==> config.mk <==
export PLATFORM = sky130hd
export DESIGN_NAME = mlp_sample_sequencer
export DESIGN_NICKNAME = d
export VERILOG_FILES = /design/src/rtl/mlp_sample_sequencer.sv
export SDC_FILE = /design/constraint.sdc
export NUM_CORES = 1
export LEC_CHECK = 0
export BUFFER_PORTS_ARGS = -buffer_cell sky130_fd_sc_hd__buf_2
export CAP_MARGIN = 20
export CORE_MARGIN = 2
export CORE_UTILIZATION = 25
export DETAILED_ROUTE_END_ITERATION = 8
export GPL_TIMING_DRIVEN = 0
export MAX_ROUTING_LAYER = met4
export PLACE_DENSITY = 0.54
export SYNTH_ARGS = -nofsm -noshare
export SYNTH_HDL_FRONTEND = slang
export SYNTH_SLANG_ARGS = --single-unit
==> constraint.sdc <==
create_clock -name clk -period 2.6 [get_ports clk]
set_input_delay 0.26 -clock clk [delete_from_list [all_inputs] [get_ports clk]]
set_output_delay 0.26 -clock clk [all_outputs]
set_load 0.01 [all_outputs]
==> src/rtl/mlp_sample_sequencer.sv <==
// Feeds a combinational printed-MLP classifier: packs NUM_A serial features into its input bus,
// waits a settle window, then captures the class code onto a valid/ready result port.
module mlp_sample_sequencer #(
    parameter int unsigned NUM_A         = 11,
    parameter int unsigned WIDTH_A       = 4,
    parameter int unsigned OUTWIDTH      = 3,
    parameter int unsigned SETTLE_CYCLES = 4
) (
    input  logic                       clk,
    input  logic                       rst,
    input  logic                       feat_valid,
    output logic                       feat_ready,
    input  logic [WIDTH_A-1:0]         feat_data,
    input  logic                       feat_last,
    output logic [NUM_A*WIDTH_A-1:0]   inp,
    input  logic [OUTWIDTH-1:0]        out_cls,
    output logic                       res_valid,
    input  logic                       res_ready,
    output logic [OUTWIDTH-1:0]        res_class,
    output logic                       res_err
);

    localparam int unsigned IdxW = (NUM_A > 1) ? $clog2(NUM_A) : 1;
    localparam int unsigned CntW = $clog2(SETTLE_CYCLES + 1);
    localparam logic [IdxW-1:0] LastIdx = IdxW'(NUM_A - 1);
    localparam logic [CntW-1:0] CntLast = CntW'(SETTLE_CYCLES - 1);

    typedef enum logic [1:0] {StLoad, StSettle, StResult} state_e;

    state_e                     state_q, state_d;
    logic [IdxW-1:0]            idx_q, idx_d;
    logic [CntW-1:0]            cnt_q, cnt_d;
    logic [NUM_A*WIDTH_A-1:0]   inp_q, inp_d;
    logic                       res_valid_q, res_valid_d;
    logic [OUTWIDTH-1:0]        res_class_q, res_class_d;
    logic                       res_err_q, res_err_d;
    logic                       err_q, err_d;

    always_comb begin
        state_d     = state_q;
        idx_d       = idx_q;
        cnt_d       = cnt_q;
        inp_d       = inp_q;
        res_valid_d = res_valid_q;
        res_class_d = res_class_q;
        res_err_d   = res_err_q;
        err_d       = err_q;
        feat_ready  = 1'b0;

        unique case (state_q)
            StLoad: begin
                feat_ready = 1'b1;
                if (feat_valid) begin
                    inp_d[int'(idx_q)*WIDTH_A +: WIDTH_A] = feat_data;
                    // feat_last only flags framing; sample length is fixed at NUM_A
                    err_d = err_q | (feat_last != (idx_q == LastIdx));
                    if (idx_q == LastIdx) begin
                        idx_d   = '0;
                        cnt_d   = '0;
                        state_d = StSettle;
                    end else begin
                        idx_d = idx_q + 1'b1;
                    end
                end
            end
            StSettle: begin
                cnt_d = cnt_q + 1'b1;
                if (cnt_q == CntLast) begin
                    res_class_d = out_cls;
                    res_err_d   = err_q;
                    err_d       = 1'b0;
                    res_valid_d = 1'b1;
                    state_d     = StResult;
                end
            end
            StResult: begin
                if (res_ready) begin
                    res_valid_d = 1'b0;
                    state_d     = StLoad;
                end
            end
            default: state_d = StLoad;
        endcase
    end

    always_ff @(posedge clk) begin
        if (rst) begin
            state_q     <= StLoad;
            idx_q       <= '0;
            cnt_q       <= '0;
            inp_q       <= '0;
            res_valid_q <= 1'b0;
            res_class_q <= '0;
            res_err_q   <= 1'b0;
            err_q       <= 1'b0;
        end else begin
            state_q     <= state_d;
            idx_q       <= idx_d;
            cnt_q       <= cnt_d;
            inp_q       <= inp_d;
            res_valid_q <= res_valid_d;
            res_class_q <= res_class_d;
            res_err_q   <= res_err_d;
            err_q       <= err_d;
        end
    end

    assign inp       = inp_q;
    assign res_valid = res_valid_q;
    assign res_class = res_class_q;
    assign res_err   = res_err_q;

endmodule

# After elaboration in Yosys (flattened, before gate mapping)
# Cells that the tools add are included.
[op_classes]
add_sub_neg = 3
n_eq_ne = 9
n_shift = 2
muxes = 17
bitwise_logic = 1
reduce_logical = 9
[op_table]
columns = ["cell", "n"]
rows = [
  ["$bwmux W44", 1],
  ["$shift A4 B34 Y44 const A", 1],
  ["$shiftx A4 B34 Y44", 1],
  ["$neg A6 Y34", 1],
  ["$reduce_and A3 Y1", 3],
  ["$mux W2", 4],
  ["$ne A2 B2 Y1 const B", 4],
  ["$mux W3", 2],
  ["$pmux W2 S3", 1],
  ["$pmux W3 S2", 1],
  ["$mux W1", 5],
  ["$add A4 B1 Y4 const B", 1],
  ["$eq A4 B4 Y1 const B", 1],
  ["$mux W4", 1],
  ["$pmux W1 S2", 2],
  ["$reduce_and A2 Y1", 2],
  ["$reduce_and A4 Y1", 1],
  ["$reduce_bool A2 Y1", 2],
  ["$add A3 B1 Y3 const B", 1],
  ["$eq A3 B2 Y1 const B", 1],
  ["$eq A2 B1 Y1 const B", 1],
  ["$eq A2 B2 Y1 const B", 1],
  ["$logic_not A2 Y1", 1],
  ["$ne A1 B1 Y1", 1],
  ["$or A1 B1 Y1", 1],
]
[totals]
ff_bits = 59
out_inout_bits = 50
elab_cells = 49

# Depth between registers and ports, before layout
# Gate-level depths: netlist of run 1.
[depth]
word_depth = 5
ltp_mapped = 9

# Worst setup path after synthesis of run 1
# Ideal clock, no wire load.
[synth_path]
path_kind = "register to register"
startpoint = "register idx_q[2]"
endpoint = "register inp_q[36], in the netlist inp[36]"
setup_ps = 128
arrival_time_ps = 2382
required_time_ps = 2472
slack_ps = 90
path_stages_with_launch = 9
n_path_buf = 1
period_less_slack_ps = 2510
path_cell_list = "dfxtp_1 > buf_2 > or3_1 > inv_1 > ha_1 > or4b_4 > nor4_4 > mux2i_1 > nor2_1"
[synth_via]
elab_chain_cells = 3
elab_cells_between_ends = 4
classes_between = "1 x add/sub; 2 x shift; 1 x mux"
[synth_rtl]
columns = ["element", "line", "text"]
rows = [
  ["start: declaration", "31", "logic [IdxW-1:0] idx_q, idx_d;"],
  ["start signal: assignment", "98", "idx_q <= idx_d;"],
  ["$neg A6 Y34 *", "54", "inp_d[int'(idx_q)*WIDTH_A +: WIDTH_A] = feat_data;"],
  ["$shiftx A4 B34 Y44 / $shift A4 B34 Y44 (equally long branches)", "54", ""],
  ["$bwmux W44 *", "54", ""],
  ["end signal: assignment", "100", "inp_q <= inp_d;"],
  ["end: declaration", "33", "logic [NUM_A*WIDTH_A-1:0] inp_q, inp_d;"],
]
# Mark *: on every way between the ends. The rest lies on a longest branch, timed or not.
# A chain may end at the register's enable or synchronous reset.

# Worst setup path in the final report of run 1
[layout_path]
startpoint = "register idx_q[2]"
endpoint = "register inp_q[3], in the netlist inp[3]"
# Same word-level chain as after synthesis.

==> results of run 1 <==
-- cells in the mapped netlist, drive strengths merged, types with 7 or more instances --
library cell	number	area [µm²]
nor2	15	56.3
nand3	23	115
nand4	8	50.1
nand2	37	139
nor3	8	45.0
mux2i	14	140
inv	7	26.3
nor3b	7	57.6
o21ai	20	100
clkbuf	17	63.8
dfxtp	59	1180
a21oi	36	180
-- through the flow --
stage	std cells	power, mW	hold WS [ns]	worst slack [ns]
floorplan	313	1.05	0.408	0.0900
global placement	510	1.11	0.440	-0.0942
detailed placement	510	1.11	0.446	-0.109
CTS	524	1.93	0.155	0.0147
global route	524	2.00	0.159	-0.0442
finish	524	1.91	0.167	0.0899
-- power groups by stage --
stage	clock network, mW	logic [mW]	registers (mW)
floorplan	0	0.120	0.934
global placement	0	0.174	0.935
detailed placement	0	0.176	0.934
CTS	0.830	0.183	0.914
global route	0.866	0.215	0.914
finish	0.803	0.197	0.914
-- logic make-up (layout without fill, tap and decap cells) --
group / Yosys count / in the layout / synth area share [%]
fa+ha+maj: 6 / 6 / 2.79
buf+inv: 29 / 104 / 4.51
flops: 59 / 59 / 43.9
compound gates: 76 / 76 / 17.1
simple gates: 126 / 126 / 25.6
xor+xnor: 3 / 3 / 0.976
mux: 14 / 14 / 5.20
-- critical path: cells and delay by family (launching register included) --
family	cells	cell delay, ns
simple gates	4	1.41
flops	1	0.39
buf+inv	2	0.27
fa+ha+maj	1	0.21
compound gates	1	0.16
-- flip-flops by register name (all words and copies together) (netlist names) --
| signal | count |
|---|---|
| err_q | 1 |
| res_err | 1 |
| state_q | 2 |
| res_class | 3 |
| res_valid | 1 |
| inp | 44 |
| cnt_q | 3 |
| idx_q | 4 |
-- cell type report --
cell class,count,area (µm²),share of cell area (%)
Clock inverter,3,40.0,1.17
Buffer,21,93.8,2.74
Clock buffer,11,141,4.13
Sequential cell,59,1180,34.6
Timing Repair Buffer,62,313,9.14
Inverter,7,26.3,0.768
Multi-Input combinational cell,225,1450,42.4
Tap cell,136,170,4.97
-- worst paths after layout --
kind,startpoint,slack (ns),end
worst max-delay path,idx_q[2],0.09,inp[3]
worst min-delay path,out_cls[2],0.17,res_class[2]
worst max register to register,idx_q[2],0.09,inp[3]
worst min register to register,inp[41],0.46,inp[41]
-- timing repair --
item,in CTS,in global routing
setup endpoints to repair,15,39
gates resized for setup,4,15
buffers inserted,0,1
pin swaps,2,4
-- layer usage --
metal	wire (µm)	up-vias	share of wire, %	global-route usage [%]
met5	0	-	0	-
met1	3710	1234	47	17.7
li1	-	1269	-	-
met2	3770	61	47	23.2
met4	92	0	1.2	5.04
met3	396	12	5.0	3.75
==> summary.md, run 1 <==
| Metric | Value |
|---|---|
| Sequential share of power | 47.8% |
| Violation count after the first detailed-routing iteration | 110 |
| Count of unique library cells instantiated by Yosys | 41 |
| Kind of end point of the critical path | flop |
| Number of enable flip-flop cells after synthesis | 0 |
| Routed Antenna Nets | 0 |
| Total number of nets in the final design | 403 |
| Mean cell area of the mapped netlist | 8.60 µm² |
| Die Y | 108 µm |
| Count of hold-fix buffers inserted at cts | 0 |
| Post-layout util | 33.0% |
| H-tree level count | 3 |
| Initial cell density of the core | 26.0% |
| Net switching power of the design | 486 µW |
| Worst clock skew | 0.00529 ns |
| Leakage | 1.41 nW |
| Power density normalized to cell area | 560 nW/µm² |
| Pin count of the biggest net entering global routing | 11 |
| Setup TNS Final | 0 ns |
| Slew Limit Headroom | 48.8% |
| Sink Count | 59 |
| Highest Clock Rate | 0.398 GHz |
| Commonest register cell after synthesis | dfxtp_1 |
| Clock network fraction of design power | 42.0% |
| First-pass GRT wire length | 12,700 µm |
| Mapped Area | 2690 µm² |
| Worst path cell trace | or3_4 > inv_2 > ha_4 > or4b_4 > nor4_4 > buf_4 > nand3_1 > a21oi_1 |
| Post-synthesis sequential element count | 59 |
| Number of cells on the worst hold path | 3 |
| Slowest library cell on the worst path | or4b_4 |
| Number of instances in the synthesized netlist | 313 |
| Number of detailed-route iterations in the first pass | 4 |
| Largest stage delay on the critical path | 0.61 ns |
| Clock tree from TritonCTS | yes |
| Sort of element at the start of the critical path | flop |
| Internal power summed over all cells | 1.43 mW |
| Global-route usage over all layers | 14.5% |
| Leftover overflow at the end of global routing | 0 |
| Die extent in x | 108 µm |
| Final Slew Violations | 0 |
| Number of filler instances in the final layout | 1,147 |
| Number of CTS-inserted buffers | 9 |
| Insertion delay to the later sink of the worst-skew pair | 0.34 ns |
| Largest fanout on the critical path | 8 |
| Synth warnings | 0 |
| Vias per inst | 4.92 |
| Cell count of the worst reg-to-reg path | 8 |
| Final worst-path cycle share | 96.5% |
| Clock transition at the register clock pins on the worst setup and hold paths after CTS | 0.06 ns |
| Type of the tightest min-delay check | primary input to flop |
| Status | finished, final reports clean |
| Root buffer cell | clkbuf_8 |
| Placer's final routability congestion estimate | 0.857 |
| Data arrival at the endpoint of the critical path | 2.78 ns |
| Maximum VDD drop | 0.225 mV |
| Number of violations of the max-capacitance limit | 0 |
| Logic pwr share | 10.3% |
| Number of rows in the core area | 37 |
| Core Box Area | 10,400 µm² |
| Total wirelength of the detailed-routed design | 7960 µm |
| Most common cell after layout, fill and taps aside | buf_2 |
| Die outline area | 11,600 µm² |
| Io pins | 62 |
| Syn Nets | 331 |
| Most used cells in the layout excluding fill and tap cells | 64 x buf_2, 58 x dfxtp_1, 37 x nand2_1 |
| Least-Margin Pin Slew | 0.762 ns |
| Final HPWL from detailed placement | 5980 µm |
| Final critical path time including I/O delays and setup | 2.51 ns |
| Total DRC errors in the routed layout | 0 |
| Number of antenna violations at the first check in global routing | 0 |
| Async set or reset register ratio after synthesis | 0% |
| Sequential fraction of the synthesis area | 43.9% |
| Share of cells above drive strength 1 | 26.5% |
| Switching Share | 25.4% |
| Area growth, synth to finish | 27.0% |
| Number of setup violations in the final report | 0 |
| Crit path kind | flop to flop |
| Required time of the worst setup path | 2.87 ns |
| Clock Path Buffers | 2 |
| Final instance area | 3420 µm² |
| Post-DP Area | 3170 µm² |
| Routed WL per cell | 15.2 µm |
| PortBufs | 61 |
| Antenna fix cells | 0 |
| Number of hold violations in the final report | 0 |
| Vias | 2,576 |
| Number of global-route vias before repair | 2,492 |
Note: power is estimated with default switching activity, not from simulation.
==> inputs of run 2 (changes only) <==
--- a/config.mk
+++ b/config.mk
@@ -5,7 +5,7 @@
 export SDC_FILE = /design/constraint.sdc
 export NUM_CORES = 1
 export LEC_CHECK = 0
-export BUFFER_PORTS_ARGS = -buffer_cell sky130_fd_sc_hd__buf_2
+export BUFFER_PORTS_ARGS = -buffer_cell sky130_fd_sc_hd__buf_4
 export CAP_MARGIN = 20
 export CORE_MARGIN = 2
 export CORE_UTILIZATION = 25
==> summary.md, run 2 (synthesis results as in run 1) <==
| Metric | Value |
|---|---|
| Status | finished, final reports clean |
| Number of flip-flops in the largest register | 44 (unchanged) |
| Die extent in x | 108 µm (unchanged) |
| Least-Margin Pin Slew | 0.893 ns (+0.131 ns) |
| Clock tree from TritonCTS | yes |
| Type of the tightest min-delay check | primary input to flop |
| Highest Clock Rate | 0.395 GHz (-0.90%) |
| Number of violations of the max-capacitance limit | 0 (unchanged) |
| Vias | 2,537 (-1.5%) |
| Number of global-route vias before repair | 2,406 (-3.5%) |
| Final worst-path cycle share | 97.4% (+0.88 points) |
| Vias per inst | 4.79 (-2.6%) |
| H-tree level count | 3 (unchanged) |
| Global-route usage over all layers | 14.4% (-0.11 points) |
| Die outline area | 11,600 µm² (unchanged) |
| Leftover overflow at the end of global routing | 0 (unchanged) |
| Sink Count | 59 (unchanged) |
| Tightest hold margin | 0.175 ns (+0.00768 ns) |
| Total DRC errors in the routed layout | 0 (unchanged) |
| Io pins | 62 (unchanged) |
| Number of filler instances in the final layout | 1,106 (-3.6%) |
| Clock Path Buffers | 2 (unchanged) |
| Number of hold violations in the final report | 0 (unchanged) |
| Most used cells in the layout excluding fill and tap cells | 66 x buf_4, 58 x dfxtp_1, 37 x nand2_1 |
| Crit path kind | flop to flop |
| Die Y | 108 µm (unchanged) |
| Sort of element at the start of the critical path | flop |
| Violation count after the first detailed-routing iteration | 94 (-15%) |
| Post-layout util | 34.6% (+1.6 points) |
| Final critical path time including I/O delays and setup | 2.53 ns (+0.0228 ns) |
| Placer's final routability congestion estimate | 0.874 (+2.0%) |
| Insertion delay to the later sink of the worst-skew pair | 0.34 ns (about the same) |
| Total wirelength of the detailed-routed design | 7790 µm (-2.1%) |
| Share of cells above drive strength 1 | 26.4% (-0.15 points) |
| Final HPWL from detailed placement | 5810 µm (-2.8%) |
| Required time of the worst setup path | 2.81 ns (-0.06 ns) |
| Slew Limit Headroom | 40.4% (-8.4 points) |
| Root buffer cell | clkbuf_8 |
| Final Slew Violations | 0 (unchanged) |
| Number of setup violations in the final report | 0 (unchanged) |
| Data arrival at the endpoint of the critical path | 2.74 ns (-0.04 ns) |
| Number of CTS-inserted buffers | 9 (unchanged) |
| First-pass GRT wire length | 12,500 µm (-1.1%) |
| Number of detailed-route iterations in the first pass | 4 (unchanged) |
| PortBufs | 61 (unchanged) |
| Largest fanout on the critical path | 8 (unchanged) |
| Maximum VDD drop | 0.238 mV (+5.5%) |
| Number of antenna violations at the first check in global routing | 0 (unchanged) |
| Initial cell density of the core | 26.0% (unchanged) |
| Pin count of the biggest net entering global routing | 11 (unchanged) |
| Most common cell after layout, fill and taps aside | buf_4 |
| RSZ-0062 raised after global routing | true |
| Clock transition at the register clock pins on the worst setup and hold paths after CTS | 0.06 ns (about the same) |
| Leakage | 1.44 nW (+1.7%) |
| Area growth, synth to finish | 33.1% |
| Count of hold-fix buffers inserted at cts | 0 (unchanged) |
| Number of rows in the core area | 37 (unchanged) |
| Routed WL per cell | 14.7 µm (-3.3%) |
| Power density normalized to cell area | 538 nW/µm² (-3.8%) |
| Total number of nets in the final design | 407 (+0.99%) |
| Worst clock skew | 0.00580 ns (+0.000510 ns) |
| Core Box Area | 10,400 µm² (unchanged) |
| Kind of end point of the critical path | flop |
| Routed Antenna Nets | 0 (unchanged) |
| Antenna fix cells | 0 (unchanged) |
[run 2: stage by stage]
step,setup TNS [ns],setup WS (ns),area (µm²),power (mW),instances
after global placement,-0.481,-0.101,3320,1.11,510
after CTS,-0.0439,-0.0134,3520,1.94,527
after floorplan,0,0.0900,2690,1.05,313
after detailed placement,-0.561,-0.138,3320,1.12,510
final,0,0.0671,3580,1.93,530
after global routing,-0.131,-0.0426,3580,2.01,530
[run 2: worst max-delay path, cell delays in order, from the launching register on]
cell	delay, ns
dfxtp_2	0.38
or3_4	0.42
inv_1	0.07
ha_2	0.31
or4b_4	0.62
nor4_4	0.23
buf_4	0.19
nand2b_1	0.12
a21oi_2	0.06
[run 2: report_power, final]
group	leakage (nW)	switching, mW	internal [mW]
combinational	0.869	0.129	0.0668
sequential	0.476	0.00580	0.909
clock	0.0947	0.349	0.469
total	1.44	0.484	1.44
[run 2: metal layers]
metal	part of all wire [%]	up-vias	global-route usage, %
met5	0	-	-
met4	1.5	0	4.21
met3	5.1	11	4.00
met2	46	61	21.9
met1	47	1191	18.6
li1	-	1274	-
[run 2: cell type report]
type / count / area, µm² / area share (%)
Buffer: 21 / 93.8 / 2.62
Multi-Input combinational cell: 225 / 1430 / 39.8
Tap cell: 136 / 170 / 4.75
Inverter: 7 / 26.3 / 0.733
Clock inverter: 2 / 35.0 / 0.978
Timing Repair Buffer: 66 / 495 / 13.8
Sequential cell: 59 / 1180 / 33.0
Clock buffer: 14 / 153 / 4.26
[run 2: worst paths after layout]
kind                  endpoint  slack, ns  cells past startpoint       start
setup / recovery        inp[1]       0.07                      8    idx_q[2]
hold / removal    res_class[1]       0.18                      3  out_cls[1]
setup reg to reg        inp[1]       0.07                      8    idx_q[2]
hold reg to reg        inp[41]       0.46                      2     inp[41]
[run 2: repair_timing]
action | 4_1_cts | 5_1_grt
setup endpoints to repair | 17 | 38
setup buffers | 1 | 4
gates resized for setup | 1 | 13
pin swaps | 2 | 4
==> inputs of run 3 (changes only) <==
--- a/config.mk
+++ b/config.mk
@@ -12,7 +12,7 @@
 export DETAILED_ROUTE_END_ITERATION = 8
 export GPL_TIMING_DRIVEN = 0
 export MAX_ROUTING_LAYER = met4
-export PLACE_DENSITY = 0.54
+export PLACE_DENSITY_LB_ADDON = 0.2
 export SYNTH_ARGS = -nofsm -noshare
 export SYNTH_HDL_FRONTEND = slang
 export SYNTH_SLANG_ARGS = --single-unit
==> summary.md, run 3 (synthesis results as in run 1) <==
| Metric | Value |
|---|---|
| Post-layout util | 34.8% (+0.28 points) |
| Number of antenna violations at the first check in global routing | 0 (unchanged) |
| Power density normalized to cell area | 594 nW/µm² (+10%) |
| Final critical path time including I/O delays and setup | 2.51 ns (-0.0181 ns) |
| Clock Path Buffers | 2 (unchanged) |
| Cell count of the worst reg-to-reg path | 7 (-1) |
| Number of detailed-route iterations in the first pass | 4 (unchanged) |
| Initial cell density of the core | 26.0% (unchanged) |
| Number of violations of the max-capacitance limit | 0 (unchanged) |
| Sort of element at the start of the critical path | flop |
| First-pass GRT wire length | 12,800 µm (+2.4%) |
| Least-Margin Pin Slew | 0.805 ns (-0.0874 ns) |
| Number of cells on the worst hold path | 3 (unchanged) |
| Global-route usage over all layers | 14.6% (+0.27 points) |
| Leakage | 1.44 nW (-0.20%) |
| Logic pwr share | 9.2% (-0.9 points) |
| Share of cells above drive strength 1 | 26.3% (-0.12 points) |
| Count of hold-fix buffers inserted at cts | 0 (unchanged) |
| Antenna fix cells | 0 (unchanged) |
| H-tree level count | 3 (unchanged) |
| Final HPWL from detailed placement | 5960 µm (+2.5%) |
| Sequential share of power | 42.7% (-4.7 points) |
| Most used cells in the layout excluding fill and tap cells | 64 x buf_4, 58 x dfxtp_1, 37 x nand2_1 |
| Tightest hold margin | 0.184 ns (+0.00885 ns) |
| Number of hold violations in the final report | 0 (unchanged) |
| # placed instances | 510 (unchanged) |
| Routed WL per cell | 15.1 µm (+2.7%) |
| Io pins | 62 (unchanged) |
| Insertion delay to the later sink of the worst-skew pair | 0.34 ns (about the same) |
| Internal power summed over all cells | 1.64 mW (+14%) |
| Clock transition at the register clock pins on the worst setup and hold paths after CTS | 0.07 ns (about the same) |
| Clock network fraction of design power | 48.2% (+5.8 points) |
| Worst clock skew | 0.0106 ns (+0.00485 ns) |
| Sink Count | 59 (unchanged) |
| Number of filler instances in the final layout | 1,125 (+1.7%) |
| Routed Antenna Nets | 0 (unchanged) |
| Kind of end point of the critical path | flop |
| Worst Hold End | res_class[1] |
| RSZ-0062 raised after global routing | true |
| Total number of nets in the final design | 405 (-0.49%) |
| Leftover overflow at the end of global routing | 0 (unchanged) |
| Total DRC errors in the routed layout | 0 (unchanged) |
| PortBufs | 61 (unchanged) |
| Min-delay src | out_cls[1] |
| Number of rows in the core area | 37 (unchanged) |
| Pin count of the biggest net entering global routing | 11 (unchanged) |
| Root buffer cell | clkbuf_8 |
| Violation count after the first detailed-routing iteration | 80 (-15%) |
| Vias | 2,505 (-1.3%) |
| Setup TNS Final | 0 ns (unchanged) |
| Area growth, synth to finish | 34.2% |
| Power, Total | 2.14 mW (+11%) |
| Reg2Reg Capture Point | inp[38] |
| Setup slack of the worst register-to-register path | 0.09 ns (+0.02 ns) |
| Highest Clock Rate | 0.398 GHz (+0.72%) |
| Die outline area | 11,600 µm² (unchanged) |
| Worst flop-to-flop path startpoint | idx_q[2] |
| Crit path kind | flop to flop |
| Number of global-route vias before repair | 2,481 (+3.1%) |
| Number of flip-flops in the largest register | 44 (unchanged) |
| Status | finished, final reports clean |
| Largest fanout on the critical path | 7 (-1) |
| Slew Limit Headroom | 45.9% (+5.5 points) |
| Required time of the worst setup path | 2.86 ns (+0.05 ns) |
| Vias per inst | 4.74 (-0.89%) |
| Number of CTS-inserted buffers | 9 (unchanged) |
| Final worst-path cycle share | 96.7% (-0.70 points) |
| Core Box Area | 10,400 µm² (unchanged) |
| Type of the tightest min-delay check | primary input to flop |
| Placer's final routability congestion estimate | 0.811 (-7.2%) |
| Most common cell after layout, fill and taps aside | buf_4 |
| Total wirelength of the detailed-routed design | 7970 µm (+2.3%) |
| Clock tree from TritonCTS | yes |
| Data arrival at the endpoint of the critical path | 2.78 ns (+0.04 ns) |
| Switching Share | 23.5% (-1.6 points) |
| Die Y | 108 µm (unchanged) |
| Final Slew Violations | 0 (unchanged) |
| Final cell count without fillers | 528 (-0.38%) |
| Net switching power of the design | 503 µW (+3.9%) |
| Maximum VDD drop | 0.250 mV (+5.3%) |
| Die extent in x | 108 µm (unchanged) |
| Number of setup violations in the final report | 0 (unchanged) |
-- run 3: changes by cell type in the layout (fill, tap and decap cells not counted), sizes merged --
cell	before	now
buf	70	68
bufinv	1	3
clkbuf	31	29
clkinv	1	0
clkinvlp	0	1
-- run 3: worst max-delay path by stage --
stage / from / endpoint / slack, ns / cells after the start
CTS: idx_q[0] / inp[43] / -0.0009 / 7
floorplan: idx_q[2] / inp[36] / 0.09 / 8
finish: idx_q[2] / inp[38] / 0.09 / 7
global placement: idx_q[0] / inp[30] / -0.11 / 7
global route: idx_q[0] / inp[26] / -0.06 / 8
detailed placement: idx_q[2] / inp[36] / -0.13 / 8
-- run 3: per-stage QoR --
| stage | setup slack (ns) | instance area [µm²] |
|---|---|---|
| detailed placement | -0.134 | 3320 |
| CTS | -0.000875 | 3580 |
| global placement | -0.112 | 3320 |
| finish | 0.0852 | 3610 |
| global route | -0.0555 | 3610 |
| floorplan | 0.0900 | 2690 |
-- run 3: worst max-delay path, cell delays in order (launching register included) --
cell	delay, ns
dfxtp_2	0.37
or3_4	0.42
inv_2	0.08
ha_4	0.22
or4b_4	0.60
nor4_4	0.40
buf_4	0.19
mux2i_1	0.16
-- run 3: cell type report --
| cell class | instances | area (µm²) | area share [%] |
|---|---|---|---|
| buffer | 21 | 93.8 | 2.60 |
| inverter | 7 | 26.3 | 0.727 |
| sequential | 59 | 1180 | 32.7 |
| timing repair buffer | 64 | 480 | 13.3 |
| clock inverter | 4 | 97.6 | 2.70 |
| tap | 136 | 170 | 4.71 |
| multi-input combinational | 225 | 1420 | 39.2 |
| clock buffer | 12 | 145 | 4.02 |
-- run 3: power groups by stage --
stage	Sequential (mW)	Combinational, mW	Clock (mW)
6_report	0.915	0.196	1.03
5_1_grt	0.915	0.218	1.10
4_1_cts	0.914	0.188	1.05
3_5_place_dp	0.935	0.183	0
3_3_place_gp	0.935	0.182	0
2_1_floorplan	0.934	0.120	0
-- run 3: routing by layer --
| layer | up-vias | routed length [µm] | GRT usage, % |
|---|---|---|---|
| li1 | 1268 | - | - |
| met1 | 1174 | 3780 | 18.3 |
| met2 | 57 | 3770 | 23.6 |
| met3 | 6 | 328 | 3.27 |
| met4 | 0 | 99 | 4.40 |
| met5 | - | 0 | - |
-- run 3: timing repair --
action                                  CTS  global route
resized for setup                         2            10
pin swaps                                 2             2
setup buffers                             2             1
endpoints found under the setup margin   15            44
